$ cat config.mk
export PLATFORM = sky130hd
export DESIGN_NAME = scan_sequencer
export DESIGN_NICKNAME = d
export VERILOG_FILES = /design/src/rtl/scan_sequencer.sv
export SDC_FILE = /design/constraint.sdc
export NUM_CORES = 1
export LEC_CHECK = 0
export CELL_PAD_IN_SITES_DETAIL_PLACEMENT = 1
export CELL_PAD_IN_SITES_GLOBAL_PLACEMENT = 1
export CORE_MARGIN = 2
export CORE_UTILIZATION = 34
export CTS_CLUSTER_SIZE = 12
export DETAILED_ROUTE_END_ITERATION = 8
export GPL_TIMING_DRIVEN = 0
export HOLD_SLACK_MARGIN = 0.15
export PLACE_DENSITY_LB_ADDON = 0.2
export SYNTH_ARGS = -nofsm -noshare
export SYNTH_HDL_FRONTEND = slang
export SYNTH_SLANG_ARGS = --single-unit
$ cat constraint.sdc
create_clock -name clk -period 1.8 [get_ports clk]
set_clock_uncertainty 0.15 [all_clocks]
set_input_delay 0.27 -clock clk [delete_from_list [all_inputs] [get_ports clk]]
set_output_delay 0.27 -clock clk [all_outputs]
set_load 0.01 [all_outputs]
$ cat src/rtl/scan_sequencer.sv
// scan_sequencer: registered 3-bit decoder select generator with a prescaler and up/down/ping-pong/hold modes.
// Build option SCAN_SKIP_EN adds skip_mask so that a tick jumps over masked codes.
module scan_sequencer #(
    parameter int DIV = 4,
    parameter int PW  = 16
) (
    input  logic       clk,
    input  logic       rst,
    input  logic       en,
    input  logic [1:0] mode,
    input  logic       load,
    input  logic [2:0] load_val,
`ifdef SCAN_SKIP_EN
    input  logic [7:0] skip_mask,
`endif
    output logic       s0,
    output logic       s1,
    output logic       s2,
    output logic       step,
    output logic       wrap,
    output logic       dbg_dir
);

    // DIV of 0 or 1 both mean a tick on every enabled cycle.
    localparam logic [PW-1:0] CNT_LAST = (DIV <= 1) ? '0 : PW'(DIV - 1);

    typedef enum logic {
        DIR_UP   = 1'b0,
        DIR_DOWN = 1'b1
    } dir_t;

    typedef struct packed {
        logic [2:0] sel;
        dir_t       dir;
        logic       wrap;
    } nxt_t;

    logic [PW-1:0] cnt_q, cnt_d;
    logic [2:0]    sel_q, sel_d;
    dir_t          dir_q, dir_d;
    logic          step_q, step_d;
    logic          wrap_q, wrap_d;
    logic          tick;
    nxt_t          nxt;

    // One position of movement under the mode rules; ping-pong reverses when leaving an endpoint.
    function automatic nxt_t advance(input logic [2:0] sel, input dir_t dir, input logic [1:0] md);
        nxt_t r;
        r.sel  = sel;
        r.dir  = dir;
        r.wrap = 1'b0;
        case (md)
            2'b00: begin
                r.sel  = sel + 3'd1;
                r.dir  = DIR_UP;
                r.wrap = (sel == 3'd7);
            end
            2'b01: begin
                r.sel  = sel - 3'd1;
                r.dir  = DIR_DOWN;
                r.wrap = (sel == 3'd0);
            end
            2'b10: begin
                if (dir == DIR_UP) begin
                    if (sel == 3'd7) begin
                        r.sel = 3'd6;
                        r.dir = DIR_DOWN;
                    end else begin
                        r.sel = sel + 3'd1;
                    end
                end else begin
                    if (sel == 3'd0) begin
                        r.sel = 3'd1;
                        r.dir = DIR_UP;
                    end else begin
                        r.sel  = sel - 3'd1;
                        r.wrap = (sel == 3'd1);
                    end
                end
            end
            default: ;
        endcase
        return r;
    endfunction

`ifdef SCAN_SKIP_EN
    nxt_t walk;
    logic hit;
    logic wrap_acc;

    // Walk up to seven positions and land on the first unmasked code; wrap if any hop crossed the end.
    always_comb begin
        walk.sel  = sel_q;
        walk.dir  = dir_q;
        walk.wrap = 1'b0;
        nxt.sel   = sel_q;
        nxt.dir   = dir_q;
        nxt.wrap  = 1'b0;
        hit       = 1'b0;
        wrap_acc  = 1'b0;
        for (int i = 0; i < 7; i++) begin
            walk     = advance(walk.sel, walk.dir, mode);
            wrap_acc = wrap_acc | walk.wrap;
            if (!hit && !skip_mask[walk.sel]) begin
                hit      = 1'b1;
                nxt.sel  = walk.sel;
                nxt.dir  = walk.dir;
                nxt.wrap = wrap_acc;
            end
        end
    end
`else
    always_comb begin
        nxt = advance(sel_q, dir_q, mode);
    end
`endif

    always_comb begin
        tick   = en && (cnt_q == CNT_LAST);
        cnt_d  = cnt_q;
        sel_d  = sel_q;
        dir_d  = dir_q;
        step_d = 1'b0;
        wrap_d = 1'b0;
        if (load) begin
            sel_d = load_val;
            cnt_d = '0;
            dir_d = (load_val == 3'd7) ? DIR_DOWN : DIR_UP;
        end else begin
            if (en) begin
                cnt_d = tick ? '0 : cnt_q + PW'(1);
            end
            if (tick) begin
                sel_d  = nxt.sel;
                dir_d  = nxt.dir;
                step_d = 1'b1;
                wrap_d = nxt.wrap;
            end
        end
    end

    always_ff @(posedge clk) begin
        if (rst) begin
            cnt_q  <= '0;
            sel_q  <= 3'd0;
            dir_q  <= DIR_UP;
            step_q <= 1'b0;
            wrap_q <= 1'b0;
        end else begin
            cnt_q  <= cnt_d;
            sel_q  <= sel_d;
            dir_q  <= dir_d;
            step_q <= step_d;
            wrap_q <= wrap_d;
        end
    end

    assign s0      = sel_q[0];
    assign s1      = sel_q[1];
    assign s2      = sel_q[2];
    assign step    = step_q;
    assign wrap    = wrap_q;
    assign dbg_dir = dir_q;

endmodule

==> flow_metrics.py, run 1 <==
metrics = {
    "run_status": {
        "outcome": "complete, but fails checks",
        "violations": "negative setup slack",
    },
    "worst_setup_path": {
        "crit_type": "flop to flop",
        "rr_startpoint": "cnt_q[0]$_SDFFE_PP0P_",
        "crit_buf_inv": 1,
        "cp_max_fo": 4,
        "crit_path_max_incr_delay_ps": 370,
        "end_kind": "flop",
        "crit_arrival_ps": 1960,
        "slowest_stage": "dfxtp_4",
        "worst_path_dominant_cell_family": "compound AO/OA/AOI/OAI gates",
        "cp_data_required_time_ps": 1860,
        "crit_start": "cnt_q[0]$_SDFFE_PP0P_",
        "critPathLaunchType": "flop",
        "cp_cell_sequence": "ha_4 > nor4bb_4 > nand3_2 > o31a_1 > buf_4 > a21o_1 > a21oi_2",
    },
    "detailed_routing": {
        "first_pass_iters": 4,
        "ant_nets": 0,
        "wl_mm": 3.72,
        "drt_iter0_drc": 49,
        "vias_per_cell": 5.24,
        "vias": 1225,
        "drc": 0,
        "wl_per_cell_microns": 15.9,
    },
    "synthesis": {
        "syn_inst": 158,
        "yosysSeqAreaShare": 0.338,
        "synth_ff_type": "dfxtp_1",
        "syn-cell-area_sq_um": 1300,
        "synth_edf_count": 0,
        "synth_nets": 179,
        "yosysWarnings": 0,
        "async_flop_share": 0,
        "synth_cell_type_count": 41,
        "syn_area_per_cell_sq_um": 8.25,
        "synth-seq-cells": 22,
    },
    "sta": {
        "min_period_ps": 1900,
        "worst_slew_pin_slew_ps": 451,
        "finalCritPeriodShare": 1.06,
        "rsz0062_at_grt": "yes",
        "fmax_ghz": 0.527,
        "max-slew-margin-rel": 0.699,
        "hold_viol_final": 0,
        "fin_ws_ps": -99.3,
        "hold_slack_ps": 199,
        "final_max_slew_viol_count": 0,
        "setup_viol": 4,
    },
    "power": {
        "total_power_mw": 1.03,
        "power_density_nw_per_um2": 558,
        "vdd_drop_max_uv": 278,
        "p_leak_nw": 0.647,
    },
    "clock_tree": {
        "cts_max_level": 1,
        "clock_latency_ps": 270,
        "cts_buffers": 3,
        "cts.sinks": 22,
        "clockBufferDepth": 2,
        "cts_tree": "yes",
        "root_buffer": "clkbuf_8",
        "clk_pin_slew_ps": 90,
    },
    "grt": {
        "grtUsageTotal": 0.177,
        "grt_max_degree": 13,
        "overflow": 0,
        "antenna_found_initial": 0,
        "first_global_vias": 1261,
        "grt_first_pass_wirelength_mm": 5.90,
    },
    "finish": {
        "drive_gt1_frac": 0.312,
        "final_util": 0.505,
        "synthToLayoutAreaGrowth_pct": 41.7,
        "fin_nets": 208,
        "antennaDiodeCount": 0,
    },
    "floorplan": {
        "die_x_microns": 65.9,
        "die_height_microns": 65.9,
        "die-area_sq_um": 4350,
        "row_count": 22,
        "ios": 15,
        "core_area_sq_um": 3660,
        "start_util": 0.356,
    },
    "place": {
        "port_buffers": 11,
        "routabilityCongestion": 0.797,
        "dpl.hpwl_mm": 2.42,
    },
    "min_path": {
        "min_path_type": "primary input to flop",
        "hp-start": "en",
    },
    "flow_run": {
        "max_cap_violations": 0,
    },
}
-- per-layer routing --
layer / vias to the layer above / track usage / routed length, microns
met5: - / 0 / 0
met4: 0 / 0.0703 / 48
met3: 6 / 0.0239 / 99
met2: 22 / 0.322 / 1990
met1: 600 / 0.207 / 1590
li1: 597 / - / -
-- cell type report --
type,instances,area [sq um]
Clock buffer,4,55.1
Tap cell,48,60.1
Timing Repair Buffer,24,225
Buffer,6,50.0
Fill cell,430,1810
Multi-Input combinational cell,117,948
Inverter,13,48.8
Sequential cell,22,460
-- flip-flops by register name, indices dropped and copies added, names as in the netlist --
register and count:
cnt_q 16, step 1, sel_q 3, wrap 1, dbg_dir 1
-- metrics by stage --
step	setup WS, ps	instances	setup TNS [ps]	area, sq um
3_5_place_dp	-454	217	-4300	1480
3_3_place_gp	-408	217	-3700	1480
6_report	-99.3	234	-350	1850
5_1_grt	-230	234	-2140	1850
4_1_cts	-103	231	-246	1700
2_1_floorplan	-10.9	158	-10.9	1310
-- Yosys cell counts (2+ instances only) --
cell,count,area share
inv_1,13,0.037
o21ai_0,3,0.012
a21oi_1,6,0.023
clkbuf_1,3,0.0086
dfxtp_1,22,0.34
nor2_1,28,0.081
xor2_1,10,0.067
nand3_1,4,0.015
nor3_1,5,0.019
a22oi_1,2,0.012
nand2_1,9,0.026
a222oi_1,2,0.015
nor2b_1,2,0.0096
nand4_1,6,0.029
nor4_1,2,0.0096
xnor2_1,4,0.027
nand2b_1,2,0.0096
ha_1,12,0.12
-- cell usage in the layout (no fill, tap or decap), types with 2 or more instances in the layout --
cell and instances:
nor2_1 17, a21oi_1 6, nor2_2 2, nand2b_1 2, buf_4 11, o21ai_0 2, dfxtp_2 4, dfxtp_1 14
inv_1 13, nor4_2 2, nor3_1 2, nand3_1 3, ha_2 3, nand2_1 9, clkbuf_1 2, xnor2_1 4
dfxtp_4 4, ha_1 8, clkbuf_8 5, nor3_2 3, or2_4 2, dlygate4sd2_1 3, nor2_4 9, nand4_1 6
clkdlybuf4s50_1 8, xor2_1 10, a222oi_1 2, nor2b_1 2
-- cell families after synthesis --
| group | count (synthesis) | synth area share |
|---|---|---|
| fa+ha+maj | 12 | 0.115 |
| compound gates | 23 | 0.123 |
| flops | 22 | 0.338 |
| mux | 2 | 0.0163 |
| xor+xnor | 14 | 0.0940 |
| simple gates | 66 | 0.255 |
| buf+inv | 19 | 0.0585 |
-- worst paths after layout --
path | end | slack (ps) | cells past startpoint
setup / recovery | dbg_dir$_SDFFE_PP0P_ | -100 | 7
hold / removal | cnt_q[0]$_SDFFE_PP0P_ | 200 | 3
setup reg to reg | dbg_dir$_SDFFE_PP0P_ | -100 | 7
hold reg to reg | cnt_q[15]$_SDFFE_PP0P_ | 470 | 2
-- timing repair --
| item | 4_1_cts | 5_1_grt |
|---|---|---|
| pin swaps | 8 | 22 |
| setup endpoints to repair | 22 | 17 |
| setup buffers | 10 | 2 |
| cloned | 0 | 1 |
| resized for setup | 27 | 29 |
| hold buffers | 0 | 0 |
-- power breakdown --
| group | internal (mW) | switching [mW] |
|---|---|---|
| clock | 0.195 | 0.170 |
| combinational | 0.0826 | 0.0884 |
| sequential | 0.489 | 0.00577 |
-- worst min-delay path: cells and delay by family --
| kind | cells | cell delay (ps) |
|---|---|---|
| buffers and inverters | 1 | 150 |
| AOI/OAI and AO/OA | 1 | 70 |
| and+or+nand+nor | 1 | 90 |
Power figures use the tool's default switching activity.
==> inputs of run 2 (changes only) <==
Settings changed: CORE_UTILIZATION 34 to 37, PLACE_DENSITY_LB_ADDON 0.2 to 0.1.
==> run 2 against run 1 <==
  * The flow still finishes with violations (negative setup slack)
  * Worst setup slack worse by 10 ps
  * Register-to-register slack hardly changed
  * Combinational power hardly changed
  * First-iteration DRC count is 16% higher
  * Power is 2.8% lower
  * Global-route usage is 0.47 points higher
  * Critical path depth is 1 lower
  * Sequential power hardly changed
  * Clock power is 8.8% lower
==> flow_metrics.py, run 2 (synthesized netlist as in run 1, its figures left out) <==
metrics = {
    "run_status": {
        "outcome": "complete, but fails checks",
        "violations": "negative setup slack",
    },
    "worst_setup_path": {
        "rr_startpoint": "cnt_q[1]$_SDFFE_PP0P_",
        "cp_data_required_time_ps": 1850,
        "end_kind": "flop",
        "critPathLaunchType": "flop",
        "crit_type": "flop to flop",
        "timing.rr.end": "sel_q[0]$_SDFFE_PP0P_",
        "r2r_cells": 6,
        "cp_max_fo": 4,
        "r2r_slack_ps": -110,
        "crit_arrival_ps": 1960,
    },
    "finish": {
        "largest-register": "cnt_q",
        "reg_top3": "cnt_q (16), sel_q (3)",
        "fin_nets": 209,
        "fillers": 421,
        "largest_reg_flops": 16,
        "drive_gt1_frac": 0.251,
        "final_common_cell": "nor2_1",
        "antennaDiodeCount": 0,
        "mostFrequentLayoutCells": "nor2_1, dfxtp_1, inv_1",
        "synthToLayoutAreaGrowth_pct": 35.7,
        "final_util": 0.526,
    },
    "power": {
        "clkPwrFrac": 0.332,
        "p_seq_frac": 0.495,
        "swShare": 0.254,
        "p_comb_frac": 0.172,
        "power_density_nw_per_um2": 567,
        "switching_power_mw": 0.255,
        "p_int_mw": 0.748,
        "p_leak_nw": 0.645,
        "vdd_drop_max_uv": 361,
    },
    "sta": {
        "hold_viol_final": 0,
        "finalCritPeriodShare": 1.06,
        "min_period_ps": 1910,
        "max-slew-margin-rel": 0.698,
        "final_max_slew_viol_count": 0,
        "fin_ws_ps": -109,
        "fmax_ghz": 0.524,
        "worst_slew_pin_slew_ps": 454,
        "rsz0062_at_grt": "yes",
        "setup_viol": 4,
    },
    "clock_tree": {
        "cts_max_level": 1,
        "clock_latency_ps": 330,
        "clockBufferDepth": 2,
        "cts_tree": "yes",
        "root_buffer": "clkbuf_4",
        "cts_buffers": 3,
        "cts.sinks": 22,
        "clk_pin_slew_ps": 140,
    },
    "grt": {
        "grt_max_degree": 14,
        "first_global_vias": 1305,
        "grt_first_pass_wirelength_mm": 5.80,
        "grtUsageTotal": 0.182,
        "overflow": 0,
        "antenna_found_initial": 0,
    },
    "detailed_routing": {
        "vias_per_cell": 5.28,
        "wl_mm": 3.64,
        "wl_per_cell_microns": 15.6,
        "drt_iter0_drc": 57,
        "drc": 0,
        "first_pass_iters": 4,
        "ant_nets": 0,
        "vias": 1231,
    },
    "floorplan": {
        "core_area_sq_um": 3360,
        "start_util": 0.388,
        "ios": 15,
        "row_count": 21,
        "die_height_microns": 63.4,
        "die_x_microns": 63.4,
        "die-area_sq_um": 4010,
    },
    "place": {
        "port_buffers": 11,
        "dp_slack_ps": -434,
        "routabilityCongestion": 0.815,
        "dpl.hpwl_mm": 2.42,
    },
    "flow_run": {
        "max_cap_violations": 0,
    },
    "min_path": {
        "hp-start": "rst",
        "min_path_type": "primary input to flop",
        "holdPathStages": 2,
        "worstHoldEndpoint": "dbg_dir$_SDFFE_PP0P_",
    },
}
## run 2: changes by cell type in the layout (fill, tap and decap cells not counted), moves of 3 or more
cell | previous run | this run
nor2_1 | 17 | 28
nor2_4 | 9 | 0
clkbuf_8 | 5 | 0
clkbuf_4 | 0 | 3
## run 2: routing by layer
metal,part of all wire,GRT usage,up-vias
met2,0.53,0.341,26
li1,-,-,599
met5,0,0,-
met1,0.42,0.198,597
met3,0.026,0.0304,9
met4,0.026,0.0788,0
## run 2: through the flow
step	cells	hold slack, ps	setup TNS, ps	power, mW	area, sq um
global placement	215	358	-3360	0.634	1480
floorplan	158	297	-10.9	0.590	1310
CTS	228	156	-242	0.986	1670
detailed placement	215	364	-4120	0.639	1480
global route	233	176	-977	1.05	1770
finish	233	162	-240	1.00	1770
## run 2: power groups by stage
stage | combinational [mW] | sequential (mW) | clock (mW)
final | 0.173 | 0.497 | 0.333
after detailed placement | 0.128 | 0.511 | 0
after CTS | 0.149 | 0.496 | 0.340
after global placement | 0.123 | 0.511 | 0
after floorplan | 0.0789 | 0.512 | 0
after global routing | 0.191 | 0.498 | 0.360
## run 2: how the worst max path moves through the flow
stage,start,end,cells past startpoint
6_report,cnt_q[1]$_SDFFE_PP0P_,sel_q[0]$_SDFFE_PP0P_,6
5_1_grt,cnt_q[9]$_SDFFE_PP0P_,sel_q[0]$_SDFFE_PP0P_,5
4_1_cts,cnt_q[13]$_SDFFE_PP0P_,sel_q[0]$_SDFFE_PP0P_,4
3_5_place_dp,mode[0],sel_q[0]$_SDFFE_PP0P_,7
3_3_place_gp,mode[0],sel_q[2]$_SDFFE_PP0P_,7
2_1_floorplan,sel_q[0]$_SDFFE_PP0P_,sel_q[0]$_SDFFE_PP0P_,8
## run 2: critical path: stages (launching register included)
cell,delay (ps)
dfxtp_2,390
ha_4,160
nor4bb_4,200
nand3_2,140
o31a_1,370
a222oi_1,290
nor2_1,90
## run 2: timing repair
action                                  4_1_cts  5_1_grt
cloned                                        0        1
endpoints found under the setup margin       21       15
pin swaps                                     5        9
gates resized for setup                      22       11
endpoints found under the hold margin         1        0
setup buffers                                 8        4
hold buffers                                  1        0
## run 2: cell type report
cell class | instances | area [sq um] | share of cell area
sequential | 22 | 455 | 0.257
inverter | 13 | 48.8 | 0.0276
buffer | 6 | 38.8 | 0.0219
clock buffer | 4 | 47.5 | 0.0269
tap | 46 | 57.6 | 0.0325
multi-input combinational | 117 | 880 | 0.497
timing repair buffer | 25 | 241 | 0.136
==> inputs of run 3 (changes only) <==
Settings changed: GPL_ROUTABILITY_DRIVEN set to 0.
==> results of run 3 <==
Same layout as run 2: the final DEF is identical, and so are final timing and power.
